===== src/rtl/pingpong_trans_buf.sv =====
// pingpong_trans_buf: two-bank ping-pong transpose buffer.
// The writer fills one bank in row-major order while the reader drains the
// other bank in column-major order, so frames leave transposed.
// Optional feature macro: PPBUF_PASSTHRU_EN adds a trans_en input. trans_en
// selects, per frame, between the transposed read order and plain row-major
// pass-through.
module pingpong_trans_buf #(
    parameter int DATA_WIDTH = 32,
    parameter int ROWS       = 8,
    parameter int COLS       = 8
) (
    input  logic                  clk,
    input  logic                  rst,
`ifdef PPBUF_PASSTHRU_EN
    input  logic                  trans_en,
`endif
    input  logic                  in_valid,
    output logic                  in_ready,
    input  logic [DATA_WIDTH-1:0] in_data,
    output logic                  out_valid,
    input  logic                  out_ready,
    output logic [DATA_WIDTH-1:0] out_data,
    output logic                  out_last,
    output logic [1:0]            bank_full
);

    localparam int DEPTH      = ROWS * COLS;
    localparam int ADDR_WIDTH = $clog2(DEPTH);
    localparam int R_W        = $clog2(ROWS);
    localparam int C_W        = $clog2(COLS);

    // Two single-port banks; full gating guarantees a bank is never written
    // and read in the same cycle.
    logic [DATA_WIDTH-1:0] mem0 [DEPTH];
    logic [DATA_WIDTH-1:0] mem1 [DEPTH];

    logic                  wr_bank;
    logic                  rd_bank;
    logic [1:0]            bank_full_q;
    logic [1:0]            bank_full_nxt;
    logic [ADDR_WIDTH-1:0] wr_cnt;
    logic [R_W-1:0]        r_cnt;
    logic [C_W-1:0]        c_cnt;
    logic [ADDR_WIDTH-1:0] rd_addr;

    logic                  wr_fire;
    logic                  wr_last;
    logic                  rd_issue;
    logic                  rd_last;

    logic                  vld_p1;
    logic                  last_p1;
    logic [DATA_WIDTH-1:0] rd_data_p1;

    assign in_ready  = !bank_full_q[wr_bank];
    assign wr_fire   = in_valid && in_ready;
    assign wr_last   = (wr_cnt == ADDR_WIDTH'(DEPTH - 1));

    assign rd_issue  = bank_full_q[rd_bank] && (!vld_p1 || out_ready);
    assign rd_last   = (r_cnt == R_W'(ROWS - 1)) && (c_cnt == C_W'(COLS - 1));

`ifdef PPBUF_PASSTHRU_EN
    // Read-order mode captured with each bank on the first write of its frame.
    logic [1:0] trans_mode_q;

    // Latch trans_en per bank at the start of every frame.
    always_ff @(posedge clk or posedge rst) begin
        if (rst) begin
            trans_mode_q <= 2'b11;
        end else if (wr_fire && (wr_cnt == '0)) begin
            trans_mode_q[wr_bank] <= trans_en;
        end
    end

    // Transposed: r*COLS + c. Row-major: the running index c*ROWS + r.
    assign rd_addr = trans_mode_q[rd_bank] ? {r_cnt, c_cnt} : {c_cnt, r_cnt};
`else
    // r is the inner counter, so walking r first reads one column at a time.
    assign rd_addr = {r_cnt, c_cnt};
`endif

    // Full flags: set when a frame completes, cleared when its last read issues.
    always_comb begin
        bank_full_nxt = bank_full_q;
        if (wr_fire && wr_last) begin
            bank_full_nxt[wr_bank] = 1'b1;
        end
        if (rd_issue && rd_last) begin
            bank_full_nxt[rd_bank] = 1'b0;
        end
    end

    // Write pointer, bank select and full flags.
    always_ff @(posedge clk or posedge rst) begin
        if (rst) begin
            wr_bank     <= 1'b0;
            wr_cnt      <= '0;
            bank_full_q <= 2'b00;
        end else begin
            bank_full_q <= bank_full_nxt;
            if (wr_fire) begin
                if (wr_last) begin
                    wr_cnt  <= '0;
                    wr_bank <= !wr_bank;
                end else begin
                    wr_cnt  <= wr_cnt + 1'b1;
                end
            end
        end
    end

    // Bank write port; RAM contents are deliberately left uncleared.
    always_ff @(posedge clk) begin
        if (wr_fire && !wr_bank) begin
            mem0[wr_cnt] <= in_data;
        end
        if (wr_fire && wr_bank) begin
            mem1[wr_cnt] <= in_data;
        end
    end

    // Read counters: r inner, c outer, bank toggles after the final address.
    always_ff @(posedge clk or posedge rst) begin
        if (rst) begin
            rd_bank <= 1'b0;
            r_cnt   <= '0;
            c_cnt   <= '0;
        end else if (rd_issue) begin
            if (rd_last) begin
                r_cnt   <= '0;
                c_cnt   <= '0;
                rd_bank <= !rd_bank;
            end else if (r_cnt == R_W'(ROWS - 1)) begin
                r_cnt   <= '0;
                c_cnt   <= c_cnt + 1'b1;
            end else begin
                r_cnt   <= r_cnt + 1'b1;
            end
        end
    end

    // ---- stage p1: RAM read register doubles as the output register ----
    // Holds its value whenever no read is issued (backpressure or idle).
    always_ff @(posedge clk or posedge rst) begin
        if (rst) begin
            vld_p1     <= 1'b0;
            last_p1    <= 1'b0;
            rd_data_p1 <= '0;
        end else if (rd_issue) begin
            vld_p1     <= 1'b1;
            last_p1    <= rd_last;
            rd_data_p1 <= rd_bank ? mem1[rd_addr] : mem0[rd_addr];
        end else if (out_ready) begin
            vld_p1     <= 1'b0;
        end
    end

    assign out_valid = vld_p1;
    assign out_last  = last_p1;
    assign out_data  = rd_data_p1;
    assign bank_full = bank_full_q;

endmodule


===== config.mk =====
export PLATFORM = sky130hd
export DESIGN_NAME = pingpong_trans_buf
export DESIGN_NICKNAME = d
export VERILOG_FILES = /design/src/rtl/pingpong_trans_buf.sv
export SDC_FILE = /design/constraint.sdc
export NUM_CORES = 2
export LEC_CHECK = 0
export ABC_AREA = 0
export ABC_CLOCK_PERIOD_IN_PS = 3900
export BUFFER_PORTS_ARGS = -buffer_cell sky130_fd_sc_hd__buf_2
export CAP_MARGIN = 10
export CORE_AREA = 2 2 637 639
export DETAILED_ROUTE_END_ITERATION = 8
export DIE_AREA = 0 0 639 641
export PLACE_DENSITY_LB_ADDON = 0.3
export SKIP_LAST_GASP = 1
export SYNTH_ARGS = -nofsm -noshare
export SYNTH_HDL_FRONTEND = slang
export SYNTH_SLANG_ARGS = --single-unit

===== constraint.sdc =====
create_clock -name clk -period 3.9 [get_ports clk]
set_input_delay 0.195 -clock clk [delete_from_list [all_inputs] [get_ports clk]]
set_output_delay 0.195 -clock clk [all_outputs]
set_load 0.05 [all_outputs]

# Yosys cells after proc, flatten, opt, wreduce, memory -nomap -nowiden
# Memories as Yosys holds them, arrays and structs flattened.
# Index checks and enable logic that the tools add are counted.
dict set report word_totals {
  regBits 50
  ram_bits 4096
  out_inout_bits 37
  word_cells 65
  memories 2
}
dict set report op_classes {
  n_addsub 3
  order_cmp 4
  eq_ne 3
  mux 22
  bitwise_logic 3
  n_reduce_logical 19
}
# memory words width rd rd_clocked_by_memory_dff write_ports line_no
set memory_table {}
lappend memory_table {mem0 64 32 1 0 1 34} ;# logic [DATA_WIDTH-1:0] mem0 [DEPTH];
lappend memory_table {mem1 64 32 1 0 1 35} ;# logic [DATA_WIDTH-1:0] mem1 [DEPTH];
# cell count
set ops {}
lappend ops {{32-bit 2-to-1 mux} 1}
lappend ops {{1-bit 2-to-1 mux} 12}
lappend ops {{3-bit 2-to-1 mux} 4}
lappend ops {{1-bit logical AND} 9}
lappend ops {{3-bit by 1-bit adder with 3-bit output (second input constant)} 2}
lappend ops {{6-bit by 1-bit adder with 6-bit output (second input constant)} 1}
lappend ops {{3-bit == test (second input constant)} 2}
lappend ops {{6-bit == test (second input constant)} 1}
lappend ops {{6-bit 2-to-1 mux} 1}
lappend ops {{2-bit AND reduction} 3}
lappend ops {{1-bit logical NOT} 4}
lappend ops {{1-bit by 2-bit < comparator with 1-bit output (second input constant)} 2}
lappend ops {{2-bit 2-to-1 mux} 2}
lappend ops {{2-bit nonzero test} 2}
lappend ops {{2-bit AND} 1}
lappend ops {{1-bit demux with 1-bit select} 2}
lappend ops {{1-bit >= comparator (second input constant)} 2}
lappend ops {{2-bit NOT} 1}
lappend ops {{2-bit OR} 1}
lappend ops {{1-bit logical OR} 1}

# Depth between registers and ports, before layout
dict set report depth {
  word_depth 8
  ltp_mapped 12
}

# Least setup slack after synthesis
# No wires, ideal clock.
dict set report synth_timing {
  path_kind {flip-flop to flip-flop}
  start {register wr_cnt[4]}
  end {memory mem1[20][0] (enable)}
  arrival_ns 3.055
  required_ns 3.479
  slack_ns 0.424
  path_stages_with_launch 7
  n_path_buf 3
  period_less_slack_ns 3.476
  cell_sequence {dfrtp_1 clkbuf_1 or3b_2 clkbuf_1 or3_1 clkbuf_1 nor2_1}
}
# element line_no
set synth_lines {}
lappend synth_lines {{start, declared} 41} ;# logic [ADDR_WIDTH-1:0] wr_cnt;
lappend synth_lines {{start signal, assigned} 106} ;# wr_cnt <= wr_cnt + 1'b1;
lappend synth_lines {{end, declared} 35}
# No word-level cell before the write port.

# Worst setup path after layout
dict set report layout_timing {
  start {register c_cnt[0]}
  end {register rd_data_p1[17], in the netlist out_data[17]}
}
dict set report layout_via {
  elab_chain_cells 2
  elab_cells_between_ends 3
}
# element line_no
set layout_rtl {}
lappend layout_rtl {{start, declared} 43} ;# logic [C_W-1:0] c_cnt;
lappend layout_rtl {{start signal, assigned} 135} ;# c_cnt <= c_cnt + 1'b1;
lappend layout_rtl {{memory read 64 x 32 bit, on equally long branches} -}
lappend layout_rtl {{32-bit 2-to-1 mux *} 152} ;# rd_data_p1 <= rd_bank ? mem1[rd_addr] : mem0[rd_addr];
lappend layout_rtl {{end signal, assigned} 152}
lappend layout_rtl {{end, declared} 53} ;# logic [DATA_WIDTH-1:0] rd_data_p1;
# Every way passes the cells marked *; elsewhere a longest branch is shown, timed or not.
# A chain may end at the register's enable or synchronous reset.

==> reports/results.txt <==
Status: complete, no violations
Top cell type by total area after synthesis: edfxtp_1
Cell Int Power: 73.65 mW
Vias in the first global route: 80,310
Hold_sp: in_data[14]
Max Clk Rate: 262.1 MHz
Placed cell count: 13,080
Synthesized cell area: 160,300 sq um
Switching Fraction: 24.20%
Synth top area share: 76.71%
Hold violation total from the final report: 0
Num CTS Buffers: 405
Final core utilization: 45.86%
Post-DRT Antenna Nets: 0
Max Cap Viol: 0
Cell with the most instances after synthesis: edfxtp_1
Pleak: 55.11 nW
Worst IR Drop VDD: 440.0 uV
Clk slew on worst S/H paths: 60 ps
Worst-case clock buffer depth: 4
Wire length per cell: 32.21 microns
Least-Margin Pin Slew: 1272 ps
Unique cell type count in the Yosys netlist: 63
Critical path startpoint category: flip-flop
Unrepaired setup endpoints after global routing: no
Initial Utilization: 39.88%
GRT Util Overall: 21.49%
Placer Congestion: 0.8633
Post-synth top cells: edfxtp_1 (4,096), mux2i_1 (827), mux4_2 (700)
WHS Path Cells: 1
Post-synth EDFFs: 4,096
Antenna violations before repair: 33
Syn Area/Cell: 21.12 sq um
Number of I/O pins: 73
Reg2Reg Capture Point: out_data[17]
Final min period: 3816 ps
HPWL after DPL: 264,800 microns
Fraction of layout cells with a size suffix above 1: 25.60%
CTS tree: yes
Crit-path max FO: 17
Root Buffer: clkbuf_16
Net count after synthesis: 7,633
R2r setup slk: 80 ps
Relative slew slack: 15.22%
Postcts setup bufs: 0
# setup viols final: 0
Worst R2R Start: c_cnt[0]
Hold Path End: mem0[21][14]
Combinational share of power: 9.0%
PortBufs: 72
Standard-cell rows: 233
Synth Instances: 7,591
Total grt overflow: 0
Later-pin clock latency in the skew report: 950 ps
Top FF cell, synth: edfxtp_1
Vias: 80,990
Switch Pwr: 23.51 mW
Vias/cell: 5.841
# DRC: 0
Total die area: 409,600 sq um
Cell area power density: 527.1 nW/um^2
Area Growth Syn to Fin: 14.98%
Worst Skew: 76.28 ps
Seq pwr share: 52.0%
Synth warn: 0
Die H: 641 microns
Final Max Slew Viols: 0
Final nets: 8,279
DRT iter0 DRCs: 10,660
Reg2reg path depth: 9
Pre-CTS setup slack: -161.1 ps
Crit path kind: flip-flop to flip-flop
Seq/Total Area, Yosys: 77.49%
Critical path required time: 4700 ps
PnR worst setup slack: 84.20 ps
Arr. time, crit path: 4620 ps
CTS H-Tree Depth: 5
Clock power share: 39.0%
Fin cells: 13,860
Async set-reset flop share out of synthesis: 1.206%
Die width: 639 microns
Largest net degree at the start of global routing: 129
Core box area: 402,000 sq um
Worst min path class: input pin to flip-flop
Yosys reg bits: 4,146
Ranking of synthesized cells by area: edfxtp_1 (77%), mux4_2 (9.8%), mux2i_1 (5.2%), o22ai_1 (0.82%), dfrtp_1 (0.78%)
Final hold slack: 70.33 ps
Global-route wire length before repair: 624,000 microns
First-pass iteration count of the detailed router: 6
Worst setup EP type: flip-flop
Fin crit share: 97.84%
Final wirelength: 446,500 microns
Clock Sinks: 4,146
[registers in the layout, indices dropped and copies added (netlist names)]
| signal | cells |
|---|---|
| bank_full | 2 |
| c_cnt | 3 |
| mem0 | 2048 |
| mem1 | 2048 |
| out_data | 32 |
| out_last | 1 |
| out_valid | 1 |
| r_cnt | 3 |
| rd_bank | 1 |
| wr_bank | 1 |
| wr_cnt | 6 |
[cells in the final DEF (no fill, tap or decap), types with 30 or more instances in the layout]
cell type,synthesis,layout
clkbuf_16,0,415
mux2_2,102,102
o21ai_0,44,44
buf_4,100,522
buf_12,3,90
clkinv_2,0,67
mux2i_1,827,827
nor2_1,183,54
nor2_4,0,129
dlygate4sd3_1,0,35
clkbuf_1,147,81
nor2b_1,43,40
nor3_1,85,83
bufinv_16,0,30
a22oi_1,131,131
dfrtp_1,50,45
buf_2,102,41
mux4_2,700,700
a211oi_1,65,65
edfxtp_1,4096,4096
o22ai_1,210,210
clkinv_1,0,102
nand2_1,166,165
a21oi_1,101,99
[how the worst max path moves through the flow]
stage	from	end	slack, ps	cells after the start
6_report	c_cnt[0]	out_data[17]	80	9
3_5_place_dp	c_cnt[0]	out_data[10]	-160	10
3_3_place_gp	c_cnt[0]	out_data[27]	-240	8
2_1_floorplan	wr_cnt[4]	mem1[20][0]	420	6
5_1_grt	c_cnt[0]	out_data[14]	30	9
4_1_cts	c_cnt[0]	out_data[17]	50	9
[critical path: stages, from the launching register on]
cell       delay, ps
dfrtp_4          830
buf_4            340
buf_4            170
mux4_2           480
mux2i_1          340
nor2_1            70
a2111oi_0        680
buf_4            270
a2111oi_2        120
a221o_1          330
[area by class of cell]
cell class	instances	area, sq um
diodes	15	37.54
clock buffers	501	10760
clock inverters	231	1962
fillers	33090	217700
inverters	10	37.54
multi-input cells	2983	34360
flip-flops and latches	4146	124300
well taps	5287	6615
repair buffers	691	6310
[routing by layer]
layer	up-vias	share of wire, %	GRT usage [%]
li1	33060	-	-
met3	592	9.1	3.918
met2	3886	47	34.24
met5	-	0.0060	0
met1	43450	40	29.90
met4	4	3.6	7.187
[kinds of logic after synthesis]
kind of cell,share of synthesized area (%)
AOI/OAI and AO/OA,3.336
xor gates and xnor gates,0.02185
adders and majority gates,0.04682
DFF,77.49
buffers and inverters,1.789
and+or+nand+nor,1.600
muxes,15.71
[power by group through the flow]
stage,Combinational [mW],Sequential [mW],Clock [mW]
CTS,8.66,50.5,38.5
floorplan,3.18,51.4,0
detailed placement,8.61,51.5,0
global route,9.00,50.5,40.1
finish,8.74,50.5,37.9
global placement,8.54,51.4,0
[repair_timing]
| action | 4_1_cts | 5_1_grt |
|---|---|---|
| setup endpoints to repair | 3 | 1 |
| gates resized for setup | 3 | 1 |
| endpoints found under the hold margin | 1543 | 0 |
| hold buffers | 35 | 0 |
[stage by stage]
| step | setup TNS (ps) | instance area, sq um | power (mW) |
|---|---|---|---|
| floorplan | 0 | 160300 | 54.61 |
| global placement | -701.5 | 171200 | 59.95 |
| detailed placement | -234.6 | 171200 | 60.07 |
| CTS | 0 | 184300 | 97.65 |
| global route | 0 | 184300 | 99.67 |
| finish | 0 | 184300 | 97.16 |
(Power assumes the default switching activity.)
